### config.mk
export PLATFORM = sky130hd
export DESIGN_NAME = shift_scheduler_flat
export DESIGN_NICKNAME = d
export VERILOG_FILES = /design/src/rtl/shift_pkg.sv /design/src/rtl/shift_scheduler_if.sv /design/src/rtl/rr_arb2.sv /design/src/rtl/shift_scheduler.sv /design/src/flat_wrapper.sv
export SDC_FILE = /design/constraint.sdc
export NUM_CORES = 1
export LEC_CHECK = 0
export ABC_AREA = 1
export BUFFER_PORTS_ARGS = -buffer_cell sky130_fd_sc_hd__buf_2
export CORE_MARGIN = 2
export CORE_UTILIZATION = 50
export DETAILED_ROUTE_END_ITERATION = 16
export PLACE_DENSITY = 0.76
export SLEW_MARGIN = 20
export SYNTH_ARGS = -nofsm -noshare
export SYNTH_HDL_FRONTEND = slang
export SYNTH_HIERARCHICAL = 1
export SYNTH_SLANG_ARGS = --single-unit
### constraint.sdc
create_clock -name clk -period 2.35 [get_ports clk]
set_clock_uncertainty 0.05 [all_clocks]
set_input_delay 0.47 -clock clk [delete_from_list [all_inputs] [get_ports clk]]
set_output_delay 0.47 -clock clk [all_outputs]
set_load 0.005 [all_outputs]
### src/rtl/shift_pkg.sv
//------------------------------------------------------------------------------
// Module      : shift_pkg
// Description : Shared op encodings and FSM state enumeration for shift_scheduler.
// Revision    : 1.0 - initial release
//------------------------------------------------------------------------------
`default_nettype none

package shift_pkg;

    typedef enum logic [1:0] {
        OP_SLL  = 2'b00,
        OP_SRL  = 2'b01,
        OP_SRA  = 2'b10,
        OP_PASS = 2'b11
    } shift_op_e;

    typedef enum logic [1:0] {
        IDLE  = 2'b00,
        SHIFT = 2'b01,
        DONE  = 2'b10
    } state_e;

endpackage

`default_nettype wire

### src/rtl/shift_scheduler_if.sv
//------------------------------------------------------------------------------
// Module      : shift_scheduler_if
// Description : Two requester channels and one response channel of shift_scheduler.
// Revision    : 1.0 - initial release
//------------------------------------------------------------------------------
`default_nettype none

interface shift_scheduler_if #(
    parameter int WIDTH = 4,
    parameter int AMT_W = 4
);
    logic             req0_valid;
    logic             req0_ready;
    logic [WIDTH-1:0] req0_data;
    logic [AMT_W-1:0] req0_amt;
    logic [1:0]       req0_op;

    logic             req1_valid;
    logic             req1_ready;
    logic [WIDTH-1:0] req1_data;
    logic [AMT_W-1:0] req1_amt;
    logic [1:0]       req1_op;

    logic             rsp_valid;
    logic             rsp_ready;
    logic [WIDTH-1:0] rsp_data;
    logic             rsp_id;

    modport master (
        output req0_valid, req0_data, req0_amt, req0_op,
        output req1_valid, req1_data, req1_amt, req1_op,
        output rsp_ready,
        input  req0_ready, req1_ready, rsp_valid, rsp_data, rsp_id
    );

    modport slave (
        input  req0_valid, req0_data, req0_amt, req0_op,
        input  req1_valid, req1_data, req1_amt, req1_op,
        input  rsp_ready,
        output req0_ready, req1_ready, rsp_valid, rsp_data, rsp_id
    );

endinterface

`default_nettype wire

### src/rtl/rr_arb2.sv
//------------------------------------------------------------------------------
// Module      : rr_arb2
// Description : Two-way round-robin arbiter with one-hot grant and last-grant register.
// Revision    : 1.0 - initial release
//------------------------------------------------------------------------------
`default_nettype none

module rr_arb2 (
    input  wire logic       clk,
    input  wire logic       reset,
    input  wire logic [1:0] i_req,
    input  wire logic       i_advance,
    output logic      [1:0] o_grant
);

    // 1 means requester 1 won last, so requester 0 is favoured next
    logic r_last;

    always_comb begin
        o_grant = 2'b00;
        case (i_req)
            2'b01:   o_grant = 2'b01;
            2'b10:   o_grant = 2'b10;
            2'b11:   o_grant = r_last ? 2'b01 : 2'b10;
            default: o_grant = 2'b00;
        endcase
    end

    always_ff @(posedge clk or negedge reset) begin
        if (!reset) begin
            r_last <= 1'b1;
        end else if (i_advance) begin
            r_last <= o_grant[1];
        end
    end

endmodule

`default_nettype wire

### src/rtl/shift_scheduler.sv
//------------------------------------------------------------------------------
// Module      : shift_scheduler
// Description : Arbitrates two requesters and shifts one operand a bit per cycle.
// Revision    : 1.0 - initial release
//------------------------------------------------------------------------------
`default_nettype none

module shift_scheduler
    import shift_pkg::*;
#(
    parameter int WIDTH = 4,
    parameter int AMT_W = 4
) (
    input  wire logic         clk,
    input  wire logic         reset,
    shift_scheduler_if.slave  bus
);

    localparam int C_CNT_W = $clog2(WIDTH + 1);

    state_e               r_state,  w_state_nxt;
    logic [WIDTH-1:0]     r_work,   w_work_nxt;
    logic [C_CNT_W-1:0]   r_count,  w_count_nxt;
    shift_op_e            r_op,     w_op_nxt;
    logic                 r_id,     w_id_nxt;

    logic [1:0]           w_req;
    logic [1:0]           w_grant;
    logic                 w_accept;
    logic [WIDTH-1:0]     w_sel_data;
    logic [AMT_W-1:0]     w_sel_amt;
    shift_op_e            w_sel_op;
    logic [C_CNT_W-1:0]   w_sel_count;

    assign w_req    = (r_state == IDLE) ? {bus.req1_valid, bus.req0_valid} : 2'b00;
    assign w_accept = |w_grant;

    rr_arb2 u_arb (
        .clk       (clk),
        .reset     (reset),
        .i_req     (w_req),
        .i_advance (w_accept),
        .o_grant   (w_grant)
    );

    assign w_sel_data = w_grant[1] ? bus.req1_data : bus.req0_data;
    assign w_sel_amt  = w_grant[1] ? bus.req1_amt  : bus.req0_amt;
    assign w_sel_op   = w_grant[1] ? shift_op_e'(bus.req1_op) : shift_op_e'(bus.req0_op);

    // Amounts past the operand width saturate: the bit-serial shift then flushes it
    always_comb begin
        if (w_sel_op == OP_PASS) begin
            w_sel_count = '0;
        end else if (32'(w_sel_amt) >= 32'(WIDTH)) begin
            w_sel_count = C_CNT_W'(WIDTH);
        end else begin
            w_sel_count = C_CNT_W'(w_sel_amt);
        end
    end

    always_comb begin
        w_state_nxt = r_state;
        w_work_nxt  = r_work;
        w_count_nxt = r_count;
        w_op_nxt    = r_op;
        w_id_nxt    = r_id;
        case (r_state)
            IDLE: begin
                if (w_accept) begin
                    w_work_nxt  = w_sel_data;
                    w_count_nxt = w_sel_count;
                    w_op_nxt    = w_sel_op;
                    w_id_nxt    = w_grant[1];
                    w_state_nxt = (w_sel_count == '0) ? DONE : SHIFT;
                end
            end
            SHIFT: begin
                // SRA never changes the MSB, so it still holds the original sign
                case (r_op)
                    OP_SLL:  w_work_nxt = {r_work[WIDTH-2:0], 1'b0};
                    OP_SRL:  w_work_nxt = {1'b0, r_work[WIDTH-1:1]};
                    OP_SRA:  w_work_nxt = {r_work[WIDTH-1], r_work[WIDTH-1:1]};
                    default: w_work_nxt = r_work;
                endcase
                w_count_nxt = r_count - 1'b1;
                if (r_count <= C_CNT_W'(1)) begin
                    w_state_nxt = DONE;
                end
            end
            DONE: begin
                if (bus.rsp_ready) begin
                    w_state_nxt = IDLE;
                end
            end
            default: w_state_nxt = IDLE;
        endcase
    end

    always_ff @(posedge clk or negedge reset) begin
        if (!reset) begin
            r_state <= IDLE;
            r_work  <= '0;
            r_count <= '0;
            r_op    <= OP_PASS;
            r_id    <= 1'b0;
        end else begin
            r_state <= w_state_nxt;
            r_work  <= w_work_nxt;
            r_count <= w_count_nxt;
            r_op    <= w_op_nxt;
            r_id    <= w_id_nxt;
        end
    end

    assign bus.req0_ready = reset & w_grant[0];
    assign bus.req1_ready = reset & w_grant[1];
    assign bus.rsp_valid  = (r_state == DONE);
    assign bus.rsp_data   = (r_state == DONE) ? r_work : '0;
    assign bus.rsp_id     = r_id;

endmodule

`default_nettype wire

### src/flat_wrapper.sv
// flat-port wrapper written by rule: the top's interface ports become plain ports
module shift_scheduler_flat import shift_pkg::*;
#(
    parameter int WIDTH = 4,
    parameter int AMT_W = 4
)
  (clk, reset, bus_req0_valid, bus_req0_data, bus_req0_amt, bus_req0_op, bus_req1_valid, bus_req1_data, bus_req1_amt, bus_req1_op, bus_rsp_ready, bus_req0_ready, bus_req1_ready, bus_rsp_valid, bus_rsp_data, bus_rsp_id);
  shift_scheduler_if #(.WIDTH(WIDTH), .AMT_W(AMT_W)) bus_i ();
  input  wire logic clk;
  input  wire logic reset;
  input wire logic [$bits(bus_i.req0_valid)-1:0] bus_req0_valid;
  input wire logic [$bits(bus_i.req0_data)-1:0] bus_req0_data;
  input wire logic [$bits(bus_i.req0_amt)-1:0] bus_req0_amt;
  input wire logic [$bits(bus_i.req0_op)-1:0] bus_req0_op;
  input wire logic [$bits(bus_i.req1_valid)-1:0] bus_req1_valid;
  input wire logic [$bits(bus_i.req1_data)-1:0] bus_req1_data;
  input wire logic [$bits(bus_i.req1_amt)-1:0] bus_req1_amt;
  input wire logic [$bits(bus_i.req1_op)-1:0] bus_req1_op;
  input wire logic [$bits(bus_i.rsp_ready)-1:0] bus_rsp_ready;
  output wire logic [$bits(bus_i.req0_ready)-1:0] bus_req0_ready;
  output wire logic [$bits(bus_i.req1_ready)-1:0] bus_req1_ready;
  output wire logic [$bits(bus_i.rsp_valid)-1:0] bus_rsp_valid;
  output wire logic [$bits(bus_i.rsp_data)-1:0] bus_rsp_data;
  output wire logic [$bits(bus_i.rsp_id)-1:0] bus_rsp_id;
  assign bus_i.req0_valid = bus_req0_valid;
  assign bus_i.req0_data = bus_req0_data;
  assign bus_i.req0_amt = bus_req0_amt;
  assign bus_i.req0_op = bus_req0_op;
  assign bus_i.req1_valid = bus_req1_valid;
  assign bus_i.req1_data = bus_req1_data;
  assign bus_i.req1_amt = bus_req1_amt;
  assign bus_i.req1_op = bus_req1_op;
  assign bus_i.rsp_ready = bus_rsp_ready;
  assign bus_req0_ready = bus_i.req0_ready;
  assign bus_req1_ready = bus_i.req1_ready;
  assign bus_rsp_valid = bus_i.rsp_valid;
  assign bus_rsp_data = bus_i.rsp_data;
  assign bus_rsp_id = bus_i.rsp_id;
  shift_scheduler #(.WIDTH(WIDTH), .AMT_W(AMT_W)) u_core (.clk(clk), .reset(reset), .bus(bus_i));
endmodule
== Word-level counts from Yosys, hierarchy flattened ==
Index checks and enable logic that the tools add are counted.
Cells by class
  bitwise gates (word level): 2
  reductions and logical operators: 10
  magnitude comparators: 2
  $add $sub $neg: 1
  multiplexer cells: 19
  equality and inequality tests: 14
Operators with widths (number)
  4-bit two-way mux: 4
  2-bit two-way mux: 7
  2-bit one-hot mux with 3 select lines: 2
  4-bit one-hot mux with 3 select lines: 1
  2-bit equality test, second input constant: 5
  3-bit two-way mux: 3
  4-bit one-hot mux with 2 select lines: 1
  2-bit by 1-bit equality test with 1-bit output, second input constant: 3
  2-bit != test, second input constant: 3
  3-bit one-hot mux with 2 select lines: 1
  3-bit AND reduction: 2
  4-bit by 3-bit >= comparator with 1-bit output, second input constant: 1
  2-bit zero test: 2
  4-bit != test, second input constant: 1
  2-bit AND reduction: 2
  4-bit AND reduction: 1
  3-bit by 1-bit less-or-equal comparator with 1-bit output, second input constant: 1
  3-bit zero test: 1
  3-bit != test, second input constant: 1
  3-bit by 1-bit subtractor with 3-bit output, second input constant: 1
  1-bit AND: 2
  2-bit by 1-bit != test with 1-bit output, second input constant: 1
  2-bit nonzero test: 1
  2-bit OR reduction: 1
Storage, ports and cells
  word-level logic and storage cells: 55
  bits of input ports: 25
  output and inout bits: 8
  register bits: 13

== Longest topological paths before layout ==
Gate-level depths: netlist of the first run.
  depth in word-level cells: 12
  gate-level depth with buffers: 13
  gate-level depth less buffers: 13

== Hierarchy ==
The synthesis of the first run kept the hierarchy.
Modules (own cells, without submodules)
  shift_scheduler: cells each 144, area an instance 950.9 µm², instances 1, seq. area each 302.8 µm²
  rr_arb2: cells each 9, area an instance 63.8 µm², instances 1, seq. area each 26.3 µm²

== Least setup slack after synthesis of the first run ==
Ideal clock, no wire load.
  kind: register to register
  start: register u_core.r_state[1]
  end: register u_core.r_work[2]
  setup slack: 0.553 ns
  setup time: 0.123 ns
  arrival: 1.624 ns
  clock period less this slack: 1.797 ns
  stages on the path, launching flop included: 14
  cell sequence: dfrtp_1 > nor2_1 > inv_1 > nor2_1 > nand2_1 > and2_1 > inv_2 > nand2_4 > o21ai_2 > nor2_2 > inv_2 > nor2_1 > o21ai_0 > nand2_1
Between the ends
  longest elaborated chain between the ends: 7
  elaborated cells on any way between the ends: 15
Ends and longest elaborated chain
  from (decl): RTL line shift_scheduler.sv:21  | state_e r_state, w_state_nxt;
  from (signal assigned): RTL line shift_scheduler.sv:107  | r_state <= w_state_nxt;
  2-bit zero test (*): RTL line shift_scheduler.sv:35  | assign w_req = (r_state == IDLE) ? {bus.req1_valid, bus.req0_valid} : 2'b00;
  2-bit two-way mux (*): RTL line shift_scheduler.sv:35
  via u_core.w_req[0]: RTL line shift_scheduler.sv:27  | logic [1:0] w_req;
  2-bit equality test or 2-bit by 1-bit equality test with 1-bit output (tied branches): RTL line rr_arb2.sv:21  | case (i_req)
  2-bit one-hot mux with 3 select lines (*): RTL line rr_arb2.sv:21
  via u_core.w_grant[1]: RTL line shift_scheduler.sv:28  | logic [1:0] w_grant;
  2-bit OR reduction (*): RTL line shift_scheduler.sv:36  | assign w_accept = |w_grant;
  via u_core.w_accept: RTL line shift_scheduler.sv:29  | logic w_accept;
  2-bit != test (no line) (*)
  3-bit AND reduction (no line) (*)
  to (signal assigned): RTL line shift_scheduler.sv:108  | r_work <= w_work_nxt;
  to (decl): RTL line shift_scheduler.sv:22  | logic [WIDTH-1:0] r_work, w_work_nxt;
Mark *: on every way through the listed nets, which the timed path passes. The rest lies on a longest branch. The select of a mux whose other input is x is not followed.
A chain may end at the register's enable or synchronous reset.

== Final worst setup path of the first run ==
  start: register u_core.r_state[0]
  end: output port bus_req1_ready
Between the ends
  longest elaborated chain between the ends: 5
  elaborated cells on any way between the ends: 7
Ends and longest elaborated chain
  2-bit zero test (*): RTL line shift_scheduler.sv:35
  2-bit two-way mux (*): RTL line shift_scheduler.sv:35
  via u_core.w_req[1]: RTL line shift_scheduler.sv:27
  2-bit equality test or 2-bit by 1-bit equality test with 1-bit output (tied branches): RTL line rr_arb2.sv:21
  2-bit one-hot mux with 3 select lines (*): RTL line rr_arb2.sv:21
  via u_core.w_grant[1]: RTL line shift_scheduler.sv:28
  1-bit AND (*): RTL line shift_scheduler.sv:116  | assign bus.req1_ready = reset & w_grant[1];
  to (decl): RTL line flat_wrapper.sv:21  | output wire logic [$bits(bus_i.req1_ready)-1:0] bus_req1_ready;
Mark *: on every way through the listed nets, which the timed path passes. The rest lies on a longest branch.

==> results by group, run 1 <==
Run
  • Total of max-cap violations: 0

Routing
  • Via count: 1078
  • WL/cell: 11.3 µm
  • Drt total wl: 2410 µm
  • Final ANT Viol Nets: 0
  • DR pass1 iterations: 4
  • Vias per cell: 5.04
  • First-iteration detailed-routing DRC count: 34
  • # DRC: 0

Global routing
  • First-pass GRT wire length: 4210 µm
  • Number of global-route vias before repair: 1048
  • Largest net degree at the start of global routing: 16
  • GRT Util Overall: 22.3%
  • Congestion Overflow GR: 0
  • Initial antenna violation count: 0

STA
  • Top achievable clock speed: 459 MHz
  • Least-Margin Pin Slew: 0.357 ns
  • RSZ-0062 raised after global routing: no
  • Final-report max-slew violation count: 0
  • Final WS setup: 0.172 ns
  • Endpoints failing hold: 0
  • Period utilization: 92.7%
  • Post-layout min period: 2.18 ns
  • Hold slack: 0.0322 ns
  • Number of setup violations in the final report: 0
  • Setup TNS: 0 ns
  • Slew HR: 75.9%

Setup path
  • Critical path cell sequence: nor2_1 > inv_1 > nor2_1 > and2_4 > nand2_1 > inv_1 > buf_2
  • Depth of the worst register-to-register path: 13
  • RR Startpoint: u_core/r_state[0]
  • Critical path class: flop to output pin
  • Crit. End Element: output pin
  • CP required: 1.83 ns
  • Buf/Inv on CP: 3
  • CP max stage delay: 0.45 ns
  • Data arrival, critical path: 1.66 ns
  • Slowest library cell on the worst path: dfrtp_1
  • R2r endpoint: u_core/r_state[1]
  • Critical path's top delay family: simple AND/OR/NAND/NOR gates
  • Reg2Reg Setup Slack: 0.31 ns
  • Crit start category: flop
  • Crit. Startpoint: u_core/r_state[0]
  • Worst Path Max Fanout: 12

Finish
  • Most common cell after layout, fill and taps aside: nand2_1
  • Layout cells sized above 1: 26.7%
  • Sequential Area: 329 µm²
  • Multi-input logic area: 546 µm²
  • Diode count: 0
  • Fill cells: 197
  • Post-route insts no fill: 214
  • Nets: 218
  • Most frequent cells in the layout: 39 x nand2_1, 32 x buf_2, 29 x inv_1, 20 x nor2_1, 11 x o21ai_0
  • Area Growth Syn to Fin: 20.0%

Floorplan
  • Core area: 1940 µm²
  • # IOs: 33
  • # rows: 16
  • Die Wd: 49.1 µm
  • Initial Util: 52.3%
  • Die extent in y: 49.1 µm
  • Die area: 2410 µm²

Power and ir drop
  • Lkg Pwr: 0.721 nW
  • Worst vdd ir: 0.000563 V
  • PD cells: 1220 nW/µm²
  • Total Power: 1.49 mW

Logic synthesis
  • Asr flop ratio synth: 100%
  • Total nets after synthesis: 183
  • Primary FF master, synth: dfrtp_1
  • Cells after Synth: 153
  • Synthesized area: 1010 µm²
  • Mean Syn Cell Area: 6.63 µm²
  • Number of synthesized flops with an enable pin: 0
  • Yosys warns: 6
  • FF+latch count, synth: 13
  • Synth cell types: 27
  • Seq/Total Area, Yosys: 32.4%

CTS
  • CTS Root Cell: clkbuf_4
  • CTS Buffer Depth: 2
  • CTS Buf Count: 3
  • Setup Buffers After CTS: 0
  • H-tree depth: 1
  • Clock Latency Late Sink: 0.28 ns
  • CTS tree: yes
  • Reg clk slew, reported paths: 0.08 ns
  • CTS Sinks: 13

Outcome
  • Outcome: complete, no violations

Placed design
  • IO Port Bufs: 32
  • Post-DP HPWL: 1900 µm
  • Dpl ws: 0.150 ns
  • Gpl congestion: 0.864
  • Placed insts: 210

Min path
  • HP Class: input pin to asynchronous set/reset pin
flip-flops by register name, summed over array words and instances, names as in the netlist:
signal	flops
u_core/u_arb/r_last	1
u_core/r_op	2
u_core/bus.rsp_id	1
u_core/r_count	3
u_core/r_work	4
u_core/r_state	2
what timing repair did:
action	4_1_cts	5_1_grt
endpoints found under the setup margin	0	8
hold endpoints to repair	0	0
resized for setup	0	3
hold buffers	0	0
routing by layer:
layer	vias to the layer above	routed length (µm)	track usage, %
met2	56	1140	39.3
met1	469	1060	25.8
met3	10	151	3.68
met4	0	61	11.9
met5	-	0	0
li1	543	-	-
synth_stat cells, types with 2 or more instances:
library cell | n | share of area, %
a21oi_1 | 5 | 2.5
buf_6 | 2 | 2.2
dfrtp_1 | 10 | 25
dfstp_2 | 3 | 7.8
ha_1 | 5 | 6.2
inv_1 | 29 | 11
inv_2 | 3 | 1.1
nand2_1 | 39 | 14
nand2_2 | 2 | 1.2
nand3_1 | 3 | 1.5
nor2_1 | 20 | 7.4
nor3_1 | 2 | 0.99
o21ai_0 | 11 | 5.4
o21ai_1 | 3 | 1.5
o22ai_1 | 4 | 2.5
power breakdown:
group / internal (mW) / leakage, nW / switching [mW]
combinational: 0.338 / 0.552 / 0.575
sequential: 0.350 / 0.154 / 0.0786
clock: 0.0659 / 0.0150 / 0.0773
total: 0.754 / 0.721 / 0.731
how the worst max path moves through the flow:
stage	cells after the start	to	slack, ns
final	7	bus_req1_ready	0.17
after global routing	7	bus_req0_ready	0.04
after CTS	7	bus_req1_ready	0.04
after detailed placement	11	u_core/r_work[3]	0.15
after global placement	10	u_core/r_count[0]	0.22
after floorplan	13	u_core/r_work[2]	0.55
layout make-up:
class,instances,share of cell area (%)
Clock buffer,4,2.16
Inverter,32,10.1
Multi-Input combinational cell,106,44.8
Sequential cell,13,27.0
Tap cell,27,2.77
Timing Repair Buffer,32,13.2
stage by stage:
step | util [%] | instance area [µm²]
3_5_place_dp | 61.1 | 1190
6_report | 62.7 | 1220
2_1_floorplan | - | 1010
4_1_cts | 62.4 | 1210
3_3_place_gp | 61.1 | 1190
5_1_grt | 62.7 | 1220
cells by family (layout without fill, tap and decap cells):
| family | after synthesis | count (layout) | share of synthesized area (%) |
|---|---|---|---|
| AND/OR/NAND/NOR | 72 | 72 | 30.3 |
| adder cells (fa/ha/maj) | 5 | 5 | 6.17 |
| flip-flops | 13 | 13 | 32.4 |
| AO/OA/AOI/OAI | 29 | 29 | 17.0 |
| buffers and inverters | 34 | 68 | 14.1 |
Note: power is estimated with default switching activity, not from simulation.
==> inputs of run 2 (changes only) <==
--- a/config.mk
+++ b/config.mk
@@ -5,12 +5,12 @@
 export SDC_FILE = /design/constraint.sdc
 export NUM_CORES = 1
 export LEC_CHECK = 0
-export ABC_AREA = 1
 export BUFFER_PORTS_ARGS = -buffer_cell sky130_fd_sc_hd__buf_2
 export CORE_MARGIN = 2
 export CORE_UTILIZATION = 50
 export DETAILED_ROUTE_END_ITERATION = 16
-export PLACE_DENSITY = 0.76
+export GPL_TIMING_DRIVEN = 0
+export PLACE_DENSITY = 0.75
 export SLEW_MARGIN = 20
 export SYNTH_ARGS = -nofsm -noshare
 export SYNTH_HDL_FRONTEND = slang
==> run 2 against run 1 <==
Fmax is 4.0% lower. Via count is 2.7% lower. Sequential share of layout area is 3.4 points lower. Clock-buffer cell count stayed put. Area after synthesis is 4.3% higher. Cell count is 9.8% lower. Clock power hardly changed. Critical path type is now flop to flop. Largest cell class unchanged.
==> results by group, run 2 <==
Outcome
  • Outcome: complete, no violations

CTS
  • CTS Buffer Depth: 2
  • CTS tree: yes
  • CTS Sinks: 13
  • CTS Buf Count: 3
  • CTS Root Cell: clkbuf_4
  • Reg clk slew, reported paths: 0.09 ns
  • H-tree depth: 1
  • Clock Latency Late Sink: 0.27 ns

Finish
  • Largest register FFs: 4
  • Top reg by flops: u_core/r_work
  • Final core utilization: 70.6%
  • Top flop regs: u_core/r_work (4), u_core/r_count (3)
  • Most common cell after layout, fill and taps aside: buf_2
  • Most frequent cells in the layout: 32 x buf_2, 10 x a21oi_1, 10 x buf_4, 9 x nand2_1, 9 x dfrtp_1
  • Nets: 197
  • Area Growth Syn to Fin: 32.3%
  • Layout cells sized above 1: 42.2%
  • Diode count: 0
  • Final Cell Area: 1400 µm²

Floorplan
  • # IOs: 33
  • Die area: 2500 µm²
  • Initial Util: 53.4%
  • Die Wd: 50.0 µm
  • Die extent in y: 50.0 µm
  • Core area: 1980 µm²
  • # rows: 16

Logic synthesis
  • Yosys warns: 6
  • Top cell type's share of synthesized area: 23.6%
  • Yosys top cell by area: dfrtp_1
  • Primary FF master, synth: dfrtp_1
  • Top cells by count, synth: 10 x a21oi_1, 10 x dfrtp_1, 9 x nand2_1
  • Seq/Total Area, Yosys: 31.1%
  • Synth top area cells: dfrtp_1 24%, dfstp_2 7.4%, ha_1 5.9%
  • Total nets after synthesis: 151
  • Synthesized area: 1060 µm²
  • FF+latch count, synth: 13
  • Asr flop ratio synth: 100%
  • Mean Syn Cell Area: 8.75 µm²
  • Number of synthesized flops with an enable pin: 0
  • Synth cell types: 36
  • Cells after Synth: 121

Placed design
  • Post-DP HPWL: 1910 µm
  • Placed Area: 1260 µm²
  • IO Port Bufs: 32
  • Dpl ws: -0.246 ns
  • Gpl congestion: 0.812

Min path
  • HP Class: input pin to asynchronous set/reset pin

Global routing
  • Initial antenna violation count: 0
  • First-pass GRT wire length: 4150 µm
  • Number of global-route vias before repair: 938
  • Largest net degree at the start of global routing: 16
  • Congestion Overflow GR: 0
  • GRT Util Overall: 22.1%

Setup path
  • Crit. End Element: flop
  • Crit start category: flop
  • Worst Path Max Fanout: 10
  • CP required: 2.46 ns
  • Critical path class: flop to flop
  • Data arrival, critical path: 2.38 ns

Power and ir drop
  • Total Power: 1.84 mW
  • Lkg Pwr: 0.662 nW
  • PD cells: 1310 nW/µm²
  • Gate power share: 66.9%
  • Switch share: 43.1%
  • Register share of total power: 25.4%
  • Worst vdd ir: 0.000769 V
  • Clock network power share: 7.7%
  • Psw: 0.792 mW
  • Pint: 1.04 mW

Routing
  • Drt total wl: 2650 µm
  • Final ANT Viol Nets: 0
  • DR pass1 iterations: 4
  • Vias per cell: 5.44
  • Via count: 1049
  • # DRC: 0
  • WL/cell: 13.7 µm
  • First-iteration detailed-routing DRC count: 17

STA
  • Period utilization: 96.5%
  • Post-layout min period: 2.27 ns
  • Final WS setup: 0.0823 ns
  • Final-report max-slew violation count: 0
  • Least-Margin Pin Slew: 0.493 ns
  • Endpoints failing hold: 0
  • Top achievable clock speed: 441 MHz
  • Number of setup violations in the final report: 0
  • Hold slack: 0.0300 ns
  • Slew HR: 66.8%

Run
  • Total of max-cap violations: 0
run 2: kinds of logic (layout without fill, tap and decap cells):
kind of cell    after synthesis  in the layout  share of synthesized area (%)
compound gates               39             39                           24.9
fa+ha+maj                     5              5                           5.91
buf+inv                      14             59                           7.45
flops                        13             13                           31.1
mux                           9              9                           9.57
simple gates                 41             41                           21.0
run 2: what timing repair did:
action / in CTS / in global routing
buffers inserted: 6 / 4
endpoints found under the setup margin: 9 / 7
hold buffers: 0 / 0
resized for setup: 6 / 6
pin swaps: 1 / 0
hold endpoints to repair: 0 / 0
gates cloned: 0 / 0
run 2: path summary, 6_finish.rpt:
check	start	to	slack (ns)	depth (start not counted)
max	u_core/r_state[1]	u_core/r_work[2]	0.08	11
min	reset	u_core/r_work[0]	0.03	1
max reg2reg	u_core/r_state[1]	u_core/r_work[2]	0.08	11
min reg2reg	u_core/bus.rsp_id	u_core/bus.rsp_id	0.43	2
max in group asynchronous	reset	u_core/r_op[0]	1.92	1
min in group clk	bus_req1_op[1]	u_core/r_op[1]	0.42	3
run 2: final cells by class:
cell class | count | area (µm²)
Tap cell | 27 | 33.8
Fill cell | 165 | 582
Inverter | 9 | 36.3
Clock buffer | 4 | 26.3
Buffer | 4 | 48.8
Multi-Input combinational cell | 94 | 689
Sequential cell | 13 | 330
Timing Repair Buffer | 42 | 235
run 2: critical path: stages (launching register included):
cell and delay [ns]:
dfrtp_1 0.41, buf_6 0.15, nor2_4 0.10, and2_4 0.17, a21boi_4 0.18, buf_6 0.13
buf_4 0.14, nor2_4 0.05, inv_4 0.09, nor2_4 0.05, a211oi_4 0.26, mux2_2 0.37
run 2: through the flow:
stage | cells | TNS (ns)
floorplan | 121 | 0
global placement | 180 | -1.01
detailed placement | 180 | -1.49
CTS | 190 | 0
global route | 193 | -0.00537
finish | 193 | 0
run 2: power by group through the flow:
stage / clock, mW / sequential [mW] / combinational, mW
4_1_cts: 0.145 / 0.451 / 1.15
3_5_place_dp: 0 / 0.469 / 1.04
3_3_place_gp: 0 / 0.462 / 1.01
2_1_floorplan: 0 / 0.440 / 0.829
6_report: 0.142 / 0.466 / 1.23
5_1_grt: 0.166 / 0.483 / 1.35
run 2: routing by layer:
layer	wire (µm)	track usage, %	vias up
li1	-	-	518
met1	1160	28.5	502
met2	1380	37.1	27
met3	97	3.64	2
met4	15	6.94	0
met5	0	0	-
